### config.mk
export PLATFORM = sky130hd
export DESIGN_NAME = instr_cycle_ctrl
export DESIGN_NICKNAME = d
export VERILOG_FILES = /design/src/rtl/cpu19_pkg.sv /design/src/rtl/exec_len_rom.sv /design/src/rtl/instr_cycle_ctrl.sv
export SDC_FILE = /design/constraint.sdc
export NUM_CORES = 1
export LEC_CHECK = 0
export ABC_CLOCK_PERIOD_IN_PS = 6900
export CAP_MARGIN = 30
export CORE_ASPECT_RATIO = 0.7
export CORE_MARGIN = 4
export CORE_UTILIZATION = 46
export DETAILED_ROUTE_END_ITERATION = 10
export PLACE_DENSITY = 0.81
export SYNTH_ARGS = -nofsm -noshare
export SYNTH_HDL_FRONTEND = slang
export SYNTH_SLANG_ARGS = --single-unit
### constraint.sdc
create_clock -name i_clk -period 6.9 [get_ports i_clk]
set_clock_uncertainty 0.05 [all_clocks]
set_input_delay 1.38 -clock i_clk [delete_from_list [all_inputs] [get_ports i_clk]]
set_output_delay 1.38 -clock i_clk [all_outputs]
set_load 0.01 [all_outputs]
### src/rtl/cpu19_pkg.sv
// Shared types and constants for the 19-bit CPU instruction-cycle controller:
// phase codes, opcodes, fetch T-indices and the execute-length table.
package cpu19_pkg;

  typedef enum logic [2:0] {
    PH_IDLE     = 3'd0,
    PH_FETCH    = 3'd1,
    PH_DECODE   = 3'd2,
    PH_INDIRECT = 3'd3,
    PH_EXECUTE  = 3'd4,
    PH_INTR     = 3'd5,
    PH_HALT     = 3'd6
  } phase_t;

  localparam int CPU_NUM_T  = 16;
  localparam int CPU_OPC_W  = 5;
  localparam int CPU_EXEC_W = 4;

  localparam logic [4:0] OPC_NOP = 5'h00;
  localparam logic [4:0] OPC_LDA = 5'h01;
  localparam logic [4:0] OPC_STA = 5'h02;
  localparam logic [4:0] OPC_ADD = 5'h03;
  localparam logic [4:0] OPC_JMP = 5'h04;
  localparam logic [4:0] OPC_MUL = 5'h05;
  localparam logic [4:0] OPC_CLR = 5'h06;
  localparam logic [4:0] OPC_HLT = 5'h1F;

  localparam int INTR_CYC   = 3;
  localparam int T_FETCH_AR = 0;
  localparam int T_FETCH_IR = 1;

  // Execute cycles per opcode; a zero entry is stretched to one cycle by the controller.
  function automatic logic [3:0] exec_len_lut(input logic [4:0] opc);
    case (opc)
      OPC_NOP: return 4'd1;
      OPC_LDA: return 4'd3;
      OPC_STA: return 4'd2;
      OPC_ADD: return 4'd3;
      OPC_JMP: return 4'd1;
      OPC_MUL: return 4'd15;
      OPC_CLR: return 4'd0;
      OPC_HLT: return 4'd1;
      default: return 4'd1;
    endcase
  endfunction

endpackage

### src/rtl/exec_len_rom.sv
// Combinational opcode -> execute-cycle-count lookup backed by the cpu19_pkg table.
module exec_len_rom
  import cpu19_pkg::*;
#(
  parameter int OPC_W  = CPU_OPC_W,
  parameter int EXEC_W = CPU_EXEC_W
) (
  input  logic [OPC_W-1:0]  i_opcode,
  output logic [EXEC_W-1:0] o_exec_len
);

  assign o_exec_len = EXEC_W'(exec_len_lut(CPU_OPC_W'(i_opcode)));

endmodule

### src/rtl/instr_cycle_ctrl.sv
// Instruction-cycle controller: phase FSM, execute counter, watchdog and, with
// SC_ONEHOT_CHECK_EN defined, a sequence-counter one-hot/index checker.
module instr_cycle_ctrl
  import cpu19_pkg::*;
#(
  parameter int NUM_T  = CPU_NUM_T,
  parameter int OPC_W  = CPU_OPC_W,
  parameter int EXEC_W = CPU_EXEC_W
) (
  input  logic             i_clk,
  input  logic             i_clr_n,
  input  logic [NUM_T-1:0] i_t_state,
  input  logic             i_start,
  input  logic [OPC_W-1:0] i_opcode,
  input  logic             i_ind,
  input  logic             i_exec_done,
  input  logic             i_irq,
  input  logic             i_ien,
  output logic             o_sc_clr,
  output logic             o_sc_en,
  output logic [2:0]       o_phase,
  output logic             o_ld_ar,
  output logic             o_mem_rd,
  output logic             o_ld_ir,
  output logic             o_inc_pc,
  output logic             o_irq_ack,
  output logic             o_halted,
  output logic             o_seq_err
);

  localparam logic [2:0] S_IDLE     = PH_IDLE;
  localparam logic [2:0] S_FETCH    = PH_FETCH;
  localparam logic [2:0] S_DECODE   = PH_DECODE;
  localparam logic [2:0] S_INDIRECT = PH_INDIRECT;
  localparam logic [2:0] S_EXECUTE  = PH_EXECUTE;
  localparam logic [2:0] S_INTR     = PH_INTR;
  localparam logic [2:0] S_HALT     = PH_HALT;

  logic [2:0]        r_phase;
  logic [EXEC_W-1:0] r_exec_len;
  logic [EXEC_W-1:0] r_ec;
  logic [1:0]        r_ic;
  logic              r_ld_ar, r_mem_rd, r_ld_ir, r_inc_pc, r_irq_ack, r_halted, r_seq_err;

  logic [EXEC_W-1:0] w_rom_len;
  logic [EXEC_W-1:0] w_len_eff;
  logic [2:0]        w_next;
  logic              w_exec_end, w_intr_end, w_ending, w_running, w_wdog;
  logic              w_sc_clr, w_sc_en, w_fetch_t1, w_chk_err;

  exec_len_rom #(
    .OPC_W (OPC_W),
    .EXEC_W(EXEC_W)
  ) u_exec_len_rom (
    .i_opcode  (i_opcode),
    .o_exec_len(w_rom_len)
  );

  assign w_len_eff  = (r_exec_len == '0) ? EXEC_W'(1) : r_exec_len;
  assign w_exec_end = (r_phase == S_EXECUTE) &&
                      (i_exec_done || (r_ec == w_len_eff - EXEC_W'(1)));
  assign w_intr_end = (r_phase == S_INTR) && (r_ic == 2'(INTR_CYC - 1));
  assign w_ending   = w_exec_end || w_intr_end;
  assign w_running  = (r_phase != S_IDLE) && (r_phase != S_HALT);
  // A counter reaching its last T-state without an end means the sequence ran away.
  assign w_wdog     = w_running && i_t_state[NUM_T-1] && !w_ending;

  // Counter controls are decoded, not registered, so the clear lands on the very next edge.
  assign w_sc_clr   = !w_running || w_ending || w_wdog;
  assign w_sc_en    = w_running && !w_sc_clr;
  assign w_fetch_t1 = (r_phase == S_FETCH) && i_t_state[T_FETCH_AR] && !w_sc_clr;

  always_comb begin
    // NOTE: default assignment first keeps this block free of inferred latches.
    w_next = r_phase;
    if (w_wdog) begin
      w_next = S_FETCH;
    end else begin
      case (r_phase)
        S_IDLE, S_HALT: if (i_start) w_next = S_FETCH;
        S_FETCH:        if (i_t_state[T_FETCH_IR]) w_next = S_DECODE;
        S_DECODE: begin
          if (i_opcode == OPC_HLT) w_next = S_HALT;
          else if (i_ind)          w_next = S_INDIRECT;
          else                     w_next = S_EXECUTE;
        end
        S_INDIRECT:     w_next = S_EXECUTE;
        S_EXECUTE:      if (w_exec_end) w_next = (i_irq && i_ien) ? S_INTR : S_FETCH;
        S_INTR:         if (w_intr_end) w_next = S_FETCH;
        default:        w_next = S_IDLE;
      endcase
    end
  end

  // Strobes are registered from the next-state view so each lands in its own T-state cycle.
  always_ff @(posedge i_clk or negedge i_clr_n) begin
    if (!i_clr_n) begin
      r_phase    <= S_IDLE;
      r_exec_len <= '0;
      r_ec       <= '0;
      r_ic       <= '0;
      r_ld_ar    <= 1'b0;
      r_mem_rd   <= 1'b0;
      r_ld_ir    <= 1'b0;
      r_inc_pc   <= 1'b0;
      r_irq_ack  <= 1'b0;
      r_halted   <= 1'b0;
      r_seq_err  <= 1'b0;
    end else begin
      // NOTE: non-blocking assignments so every register samples pre-edge values.
      r_phase   <= w_next;
      r_ec      <= (r_phase == S_EXECUTE && !w_exec_end) ? r_ec + EXEC_W'(1) : '0;
      r_ic      <= (r_phase == S_INTR && !w_intr_end) ? r_ic + 2'd1 : 2'd0;
      if (r_phase == S_DECODE) r_exec_len <= w_rom_len;
      r_ld_ar   <= (w_next == S_FETCH && w_sc_clr) || (w_next == S_INDIRECT);
      r_mem_rd  <= w_fetch_t1 || (w_next == S_INDIRECT);
      r_ld_ir   <= w_fetch_t1;
      r_inc_pc  <= w_fetch_t1;
      r_irq_ack <= (w_next == S_INTR) && (r_phase != S_INTR);
      r_halted  <= (w_next == S_HALT);
      r_seq_err <= r_seq_err || w_wdog || w_chk_err;
    end
  end

`ifdef SC_ONEHOT_CHECK_EN
  logic [$clog2(NUM_T)-1:0] r_exp_idx;

  always_ff @(posedge i_clk or negedge i_clr_n) begin
    if (!i_clr_n)      r_exp_idx <= '0;
    else if (w_sc_clr) r_exp_idx <= '0;
    else if (w_sc_en)  r_exp_idx <= r_exp_idx + 1'b1;
  end

  assign w_chk_err = w_sc_en && (($countones(i_t_state) != 1) ||
                                 (i_t_state != (NUM_T'(1) << r_exp_idx)));
`else
  logic w_unused_t;

  assign w_chk_err  = 1'b0;
  // Middle T-states only matter to the checker.
  assign w_unused_t = ^i_t_state[NUM_T-2:T_FETCH_IR+1];
`endif

  assign o_sc_clr  = w_sc_clr;
  assign o_sc_en   = w_sc_en;
  assign o_phase   = r_phase;
  assign o_ld_ar   = r_ld_ar;
  assign o_mem_rd  = r_mem_rd;
  assign o_ld_ir   = r_ld_ir;
  assign o_inc_pc  = r_inc_pc;
  assign o_irq_ack = r_irq_ack;
  assign o_halted  = r_halted;
  assign o_seq_err = r_seq_err;

endmodule

# Word level (Yosys, flattened, before mapping)
# Memory sizes are Yosys's and may differ from the RTL's. A register that Yosys moved wholly into a read port is not among the register bits.
# Cells that the tools add are included.
dict set report totals {
  regBits 15
  romBits 128
  elab_cells 70
  n_memories 1
}
# memory depth width read_ports rd_clocked_by_memory_dff wr line
set mem_list {}
lappend mem_list {{(no name shown)} 32 4 1 1 0 cpu19_pkg.sv:34} ;# case (opc)
dict set report classes {
  reduce_logical 30
  eq_ne 15
  n_addsub 3
  mux 12
}
# op count
set op_table {}
lappend op_table {{two-way mux 3 bit} 8}
lappend op_table {{case mux 3 bit (6 select lines)} 1}
lappend op_table {{equality test 3 bit (second input constant)} 5}
lappend op_table {{logical AND 1 bit} 13}
lappend op_table {{equality test 3 x 2 -> 1 bit (second input constant)} 3}
lappend op_table {{two-way mux 4 bit} 2}
lappend op_table {{logical OR 1 bit} 7}
lappend op_table {{equality test 3 x 1 -> 1 bit (second input constant)} 2}
lappend op_table {{zero test 1 bit} 6}
lappend op_table {{inequality test 3 bit (second input constant)} 2}
lappend op_table {{equality test 5 bit (second input constant)} 1}
lappend op_table {{adder 4 x 1 -> 4 bit (second input constant)} 1}
lappend op_table {{equality test 4 bit} 1}
lappend op_table {{zero test 4 bit} 1}
lappend op_table {{subtractor 4 x 1 -> 4 bit (second input constant)} 1}
lappend op_table {{zero test 3 bit} 1}
lappend op_table {{nonzero test 3 bit} 1}
lappend op_table {{adder 2 x 1 -> 2 bit (second input constant)} 1}
lappend op_table {{equality test 2 bit (second input constant)} 1}
lappend op_table {{two-way mux 2 bit} 1}
lappend op_table {{OR reduction 2 bit} 1}

# Depth between registers and ports, before layout
# Gate-level depths: netlist (run 1).
dict set report depth {
  word_depth 13
  mapped_depth 8
  ltp_nobuf 8
}

# Hierarchy
# A second synthesis (run 1) with hierarchy kept.
dict set report hier_totals {
  hier_cells 118
  hier_area_um2 1112.3
}
# mod instances area_each_um2 cells_per_inst
set by_module_without_submodules {}
lappend by_module_without_submodules {instr_cycle_ctrl 1 1066.0 112}
lappend by_module_without_submodules {exec_len_rom 1 46.3 6}

# Least setup slack after synthesis (run 1)
# No wires, ideal clock.
dict set report synth_timing {
  path_kind {in2out}
  start {input port i_exec_done}
  end {output port o_sc_clr}
  stages 3
  arrival_ps 1926
  n_path_buf 0
  path_slack_ps 3544
  t_required_ps 5470
  cell_sequence {a31oi_2 -> o21ai_0 -> nand2b_1}
}
dict set report synth_via {
  elab_chain_cells 6
}
# element line
set synth_lines {}
lappend synth_lines {{start, declared} instr_cycle_ctrl.sv:16} ;# input logic i_exec_done,
lappend synth_lines {{logical OR 1 bit *} instr_cycle_ctrl.sv:61} ;# (i_exec_done || (r_ec == w_len_eff - EXEC_W'(1)));
lappend synth_lines {{logical AND 1 bit *} instr_cycle_ctrl.sv:60} ;# assign w_exec_end = (r_phase == S_EXECUTE) &&
lappend synth_lines {{logical OR 1 bit *} instr_cycle_ctrl.sv:63} ;# assign w_ending = w_exec_end || w_intr_end;
lappend synth_lines {{zero test 1 bit} instr_cycle_ctrl.sv:66} ;# assign w_wdog = w_running && i_t_state[NUM_T-1] && !w_ending;
lappend synth_lines {{logical AND 1 bit} instr_cycle_ctrl.sv:66}
lappend synth_lines {{logical OR 1 bit *} instr_cycle_ctrl.sv:69} ;# assign w_sc_clr = !w_running || w_ending || w_wdog;
lappend synth_lines {{end, declared} instr_cycle_ctrl.sv:19} ;# output logic o_sc_clr,
# Mark *: on every way between the ends. The rest lies on a longest branch, timed or not.

# Worst setup path after layout (run 1)
dict set report layout_timing {
  start {input port i_exec_done}
  end {output port o_sc_en}
}
dict set report layout_via {
  elab_chain_cells 8
}
# element line
set layout_lines {}
lappend layout_lines {{logical OR 1 bit *} instr_cycle_ctrl.sv:61}
lappend layout_lines {{logical AND 1 bit *} instr_cycle_ctrl.sv:60}
lappend layout_lines {{logical OR 1 bit *} instr_cycle_ctrl.sv:63}
lappend layout_lines {{zero test 1 bit} instr_cycle_ctrl.sv:66}
lappend layout_lines {{logical AND 1 bit} instr_cycle_ctrl.sv:66}
lappend layout_lines {{logical OR 1 bit *} instr_cycle_ctrl.sv:69}
lappend layout_lines {{zero test 1 bit *} instr_cycle_ctrl.sv:70} ;# assign w_sc_en = w_running && !w_sc_clr;
lappend layout_lines {{logical AND 1 bit *} instr_cycle_ctrl.sv:70}
lappend layout_lines {{end, declared} instr_cycle_ctrl.sv:20} ;# output logic o_sc_en,
# Marks and branches as above.

==> results of run 1 <==
-- registers in the layout, summed over array words and instances (netlist names) --
name,cells
r_ec,4
o_irq_ack,1
o_inc_pc,1
o_mem_rd,1
o_ld_ar,1
o_seq_err,1
r_exec_len,3
r_ic,2
o_phase,3
o_halted,1
-- how the worst max path moves through the flow --
stage / startpoint / to / slack [ns]
floorplan: i_exec_done / o_sc_clr / 3.54
global placement: i_exec_done / o_sc_en / 2.54
detailed placement: i_exec_done / o_sc_en / 2.48
CTS: i_exec_done / o_sc_en / 2.47
global route: i_exec_done / o_sc_en / 2.35
finish: i_exec_done / o_sc_en / 2.47
-- cell families (layout without fill, tap and decap cells) --
group / Yosys count / in the layout
AOI/OAI and AO/OA: 24 / 24
xor gates and xnor gates: 6 / 6
adders and majority gates: 3 / 3
buffers and inverters: 11 / 37
DFF: 18 / 18
muxes: 2 / 2
and+or+nand+nor: 45 / 45
-- where the power goes --
group / internal [mW] / switching, mW
registers: 0.131 / 0.0261
clock network: 0.0203 / 0.0309
logic: 0.114 / 0.122
total: 0.266 / 0.179
-- routing by layer --
layer	global-route usage, %	share of wire (%)
met5	0	0
met4	6.72	2.1
met3	4.46	5.4
met2	29.7	50
met1	21.7	43
-- worst max-delay path: stages --
cell	delay (ns)
clkdlybuf4s50_1	0.46
a31oi_2	0.31
o21ai_0	0.16
nor2_1	0.13
clkdlybuf4s50_1	0.55
-- per-stage QoR --
step	std cells	power (mW)	setup slack [ns]
after floorplan	109	0.310	3.54
after global placement	164	0.384	2.54
after detailed placement	164	0.395	2.48
after CTS	167	0.446	2.47
after global routing	167	0.478	2.35
final	167	0.444	2.47
-- cell usage after synthesis, types with 3 or more instances --
library cell,count
dfrtp_1,18
nand2_1,13
nor2_1,10
inv_1,8
o21ai_0,7
o211ai_1,4
ha_1,3
nand2b_1,3
nor3_1,3
xnor2_1,3
xor2_1,3
-- layout make-up --
type	count	area [um2]	share of cell area, %
clock buffer	3	22.5	1.67
multi-input combinational	80	547	40.5
tap	32	40.0	2.97
timing repair buffer	26	260	19.3
inverter	8	30.0	2.22
sequential	18	450	33.4
==> run_results.csv, run 1 <==
group,metric,value,unit
floorplanning,die_area,3110,um2
drt,wl,2450,um
yosys,seq_area_frac_synth,43.1,%
yosys,synth_area_leaders,"dfrtp_1 (43%), nand2_1 (4.7%), ha_1 (3.6%)",
floorplanning,design.core.area,2150,um2
yosys,synth_xor_area_share,5.03,%
yosys,synth_top_family_by_area,"simple AND/OR/NAND/NOR gates",
yosys,syn_avg_cell_area,9.58,um2
hold_path,min_to,"r_ic[0]",
floorplanning,fp.dieW,65.0,um
grt,antenna_found_initial,0,
sta,slew_headroom,45.7,%
place,place.port_buffers,26,
clock_network,cts.reportedPaths.clkPinSlew,0.09,ns
clock_network,holdBufCountCts,0,
power,p_per_area,329,nW/um2
setup_path,rrSetupSlack,4.54,ns
setup_path,cp_data_required_time,5.47,ns
power,vdd_drop_max,0.220,mV
drt,firstDrtPassIters,4,
setup_path,cp-start-kind,"primary input",
cells_and_area,drive_gt1_share,8.89,%
setup_path,crit_fanout,5,
yosys,ys_warn_count,0,
setup_path,timing.rr.start,"r_exec_len[2]",
sta,fin_crit,4.43,ns
floorplanning,die_h,47.9,um
place,gp_congestion,0.796,
cells_and_area,layout_commonest_cell,"clkdlybuf4s50_1",
setup_path,worstSetupEndpointType,"output pin",
clock_network,cts_tree,"done",
sta,max_freq,0.226,GHz
cells_and_area,final_core_util,62.7,%
yosys,synth-adder-area-share,3.59,%
cells_and_area,synthToLayoutAreaGrowth,29.2,%
cells_and_area,fillers,181,
yosys,synth_top_area_share,43.1,%
yosys,mappedNetlistNets,140,
clock_network,clk_latency,0.29,ns
drt,wl_per_cell,14.7,um
cells_and_area,diodes,0,
setup_path,critPathKind,"in -> out",
clock_network,clock_sinks,18,
hold_path,holdPathStages,1,
drt,num_vias,930,
yosys,synthArstFlopShare,100,%
cells_and_area,final_cell_mix,"clkdlybuf4s50_1 (26), dfrtp_1 (18), nand2_1 (13)",
drt,ant_nets,0,
grt,grt_pass1_wl,4000,um
yosys,ys_seq_elements,18,
setup_path,rr_endpoint,"o_halted",
run_status,outcome,"finished clean",
sta,tns,0,ns
cells_and_area,finish.instance_area,1350,um2
yosys,ys.flop_type,"dfrtp_1",
sta,fin_hold_ws,0.389,ns
floorplanning,io_pins,40,
setup_path,rr_worst_depth,8,
floorplanning,start_util,48.5,%
job,drv_cap,0,
yosys,yosysTopAreaCell,"dfrtp_1",
floorplanning,rows,14,
clock_network,cts_resized,0,
place,placed_cell_area,1330,um2
sta,worstMarginPinSlew,0.812,ns
sta,finalMaxSlewViolations,0,
yosys,syn_inst,109,
drt,remaining_drc_errors,0,
drt,vias_per_cell,5.57,
sta,rsz0062_at_grt,"false",
power,p_leak,0.565,nW
cells_and_area,num-nets-final,168,
grt,grt_use_total,17.3,%
yosys,syn_area,1040,um2
sta,finalCritPeriodShare,64.1,%
yosys,synth.distinct_cells,38,
yosys,synth-simple-area-share,22.9,%
clock_network,postCtsSetupBuffers,0,
grt,gr-total-overflow,0,
drt,drt-initial-drc-count,53,
clock_network,root_buffer,"clkbuf_4",
place,hpwl,2000,um
sta,setup_violations,0,
clock_network,clockBufferDepth,2,
hold_path,hp-start,"r_ic[0]",
sta,hold_viol,0,
clock_network,cts_buffers,3,
clock_network,cts_max_level,1,
setup_path,arrival,3.00,ns
grt,grt_pass1_vias,876,
grt,grt_max_degree,19,
hold_path,hp-class,"reg -> reg",
yosys,synth_edf_count,0,
yosys,synthMuxAreaShare,2.40,%
yosys,synth_compound_area_share,18.4,%
(Power assumes the default switching activity.)
==> run 2: changes to the inputs <==
--- a/config.mk
+++ b/config.mk
@@ -5,13 +5,13 @@
 export SDC_FILE = /design/constraint.sdc
 export NUM_CORES = 1
 export LEC_CHECK = 0
-export ABC_CLOCK_PERIOD_IN_PS = 6900
+export ABC_CLOCK_PERIOD_IN_PS = 4410
 export CAP_MARGIN = 30
 export CORE_ASPECT_RATIO = 0.7
 export CORE_MARGIN = 4
-export CORE_UTILIZATION = 46
+export CORE_UTILIZATION = 43
 export DETAILED_ROUTE_END_ITERATION = 10
-export PLACE_DENSITY = 0.81
+export PLACE_DENSITY = 0.77
 export SYNTH_ARGS = -nofsm -noshare
 export SYNTH_HDL_FRONTEND = slang
 export SYNTH_SLANG_ARGS = --single-unit
==> constraint.sdc (replaced) <==
create_clock -name i_clk -period 4.41 [get_ports i_clk]
set_clock_uncertainty 0.05 [all_clocks]
set_input_delay 0.882 -clock i_clk [delete_from_list [all_inputs] [get_ports i_clk]]
set_output_delay 0.882 -clock i_clk [all_outputs]
set_load 0.01 [all_outputs]
==> run 2 against run 1 <==
Worst hold slack worse by 0.0016 ns. Count of clock-buffer cells in the layout stayed put. Core utilization is 2.0 points lower. Total power is 57% higher. Global-route usage is 1.5 points lower. Combinational power is 57% higher. First-iteration DRC count is 13% higher. Worst setup slack worse by 1.9 ns. Non-clock buffer count stayed put. Final area stayed put. Routed wire length is 3.2% lower. Via count is 1.6% lower.
==> run_results.csv, run 2 (same netlist as run 1, synthesis figures left out) <==
group,metric,value,unit
run_status,outcome,"finished clean",
setup_path,arrival,2.91,ns
power,p_leak,0.565,nW
grt,met1_usage,24.6,%
clock_network,root_buffer,"clkbuf_4",
grt,grt_pass1_wl,3980,um
drt,wl_per_cell,14.2,um
clock_network,clock_sinks,18,
sta,hold_viol,0,
setup_path,worstSetupEndpointType,"output pin",
sta,max_freq,0.260,GHz
grt,use_met3,5.76,%
cells_and_area,drive_gt1_share,8.89,%
drt,drt-initial-drc-count,60,
clock_network,postCtsSetupBuffers,0,
floorplanning,die_h,49.2,um
sta,tns,0,ns
drt,remaining_drc_errors,0,
sta,fin_crit,3.85,ns
floorplanning,start_util,47.0,%
power,vdd_drop_max,0.356,mV
place,placed_cell_area,1330,um2
power,power,0.699,mW
clock_network,holdBufCountCts,0,
setup_path,critPathSlowestCell,"clkdlybuf4s50_1",
clock_network,cts_max_level,1,
sta,fin_hold_ws,0.387,ns
clock_network,cts_tree,"done",
clock_network,cts.reportedPaths.clkPinSlew,0.10,ns
cells_and_area,finish.instance_area,1350,um2
setup_path,crit_chain,"o21bai_1, inv_1, ha_1, xnor2_1, mux2i_2, a31oi_2, o21ai_0, nand2b_1, clkdlybuf4s50_1",
drt,wl,2370,um
place,place_ws,0.930,ns
floorplanning,die_area,3290,um2
cells_and_area,largest_register_ffs,4,
clock_network,cts_buffers,3,
setup_path,cp_data_required_time,3.48,ns
job,drv_cap,0,
cells_and_area,final_cell_mix,"clkdlybuf4s50_1 (26), dfrtp_1 (18), nand2_1 (13)",
floorplanning,fp.dieW,66.9,um
grt,antenna_found_initial,0,
grt,grt_max_degree,19,
grt,grt_util_met2,20.6,%
grt,grt_pass1_vias,851,
cells_and_area,num-nets-final,168,
sta,setup_violations,0,
grt,gr-total-overflow,0,
cells_and_area,diodes,0,
drt,ant_nets,0,
setup_path,crit_fanout,5,
cells_and_area,top_register,"r_ec",
clock_network,clk_latency,0.29,ns
floorplanning,design.core.area,2220,um2
sta,finalMaxSlewViolations,0,
setup_path,rrSetupSlack,2.01,ns
sta,finalCritPeriodShare,87.2,%
setup_path,slowest_delay,0.54,ns
place,gp_congestion,0.838,
hold_path,hp-class,"reg -> reg",
clock_network,clockBufferDepth,2,
power,p_per_area,517,nW/um2
drt,firstDrtPassIters,4,
grt,grt_use_total,15.9,%
grt,grt-busiest-layer,"met1",
sta,rsz0062_at_grt,"false",
setup_path,cp-start-kind,"flop",
place,hpwl,1910,um
sta,worstMarginPinSlew,0.824,ns
drt,vias_per_cell,5.48,
floorplanning,io_pins,40,
drt,num_vias,915,
floorplanning,rows,14,
clock_network,cts_resized,0,
cells_and_area,layout_commonest_cell,"clkdlybuf4s50_1",
sta,fin_ws,0.564,ns
place,place.port_buffers,26,
cells_and_area,synthToLayoutAreaGrowth,29.2,%
sta,slew_headroom,44.9,%
setup_path,critPathKind,"reg -> out",
-- run 2: report_power, final --
group	leakage, nW	internal, mW	switching, mW
Combinational	0.318	0.179	0.192
Sequential	0.233	0.205	0.0422
Clock	0.0138	0.0318	0.0482
Total	0.565	0.416	0.283
-- run 2: per-layer routing --
layer  vias up  wire (um)
li1        447          -
met1       438       1200
met2        24        996
met3         6        115
met4         0         56
met5         -          0
-- run 2: area by class of cell --
class                   instances  area (um2)
fillers                       203         875
inverters                       8        30.0
well taps                      32        40.0
multi-input cells              80         547
flip-flops and latches         18         450
clock buffers                   3        22.5
repair buffers                 26         260
-- run 2: worst paths after layout --
kind,cells past startpoint,from,end
worst min-delay path,1,r_ic[0],r_ic[0]
worst max register to register,8,r_exec_len[2],o_halted
min in group asynchronous,1,i_clr_n,r_exec_len[0]
worst min register to register,1,r_ic[0],r_ic[0]
max in group asynchronous,1,i_clr_n,r_ec[3]
worst max-delay path,9,r_exec_len[2],o_sc_clr
-- run 2: worst max-delay path, delay by kind of cell (launching register included) --
| kind | cells | cell delay, ns |
|---|---|---|
| simple gates | 1 | 0.15 |
| mux | 1 | 0.31 |
| compound gates | 3 | 0.67 |
| xor+xnor | 1 | 0.24 |
| fa+ha+maj | 1 | 0.21 |
| buf+inv | 2 | 0.61 |
| flops | 1 | 0.43 |
-- run 2: through the flow --
step | util [%] | std cells
after global routing | 60.7 | 167
final | 60.7 | 167
after detailed placement | 59.7 | 164
after floorplan | - | 109
after CTS | 60.7 | 167
after global placement | 59.7 | 164
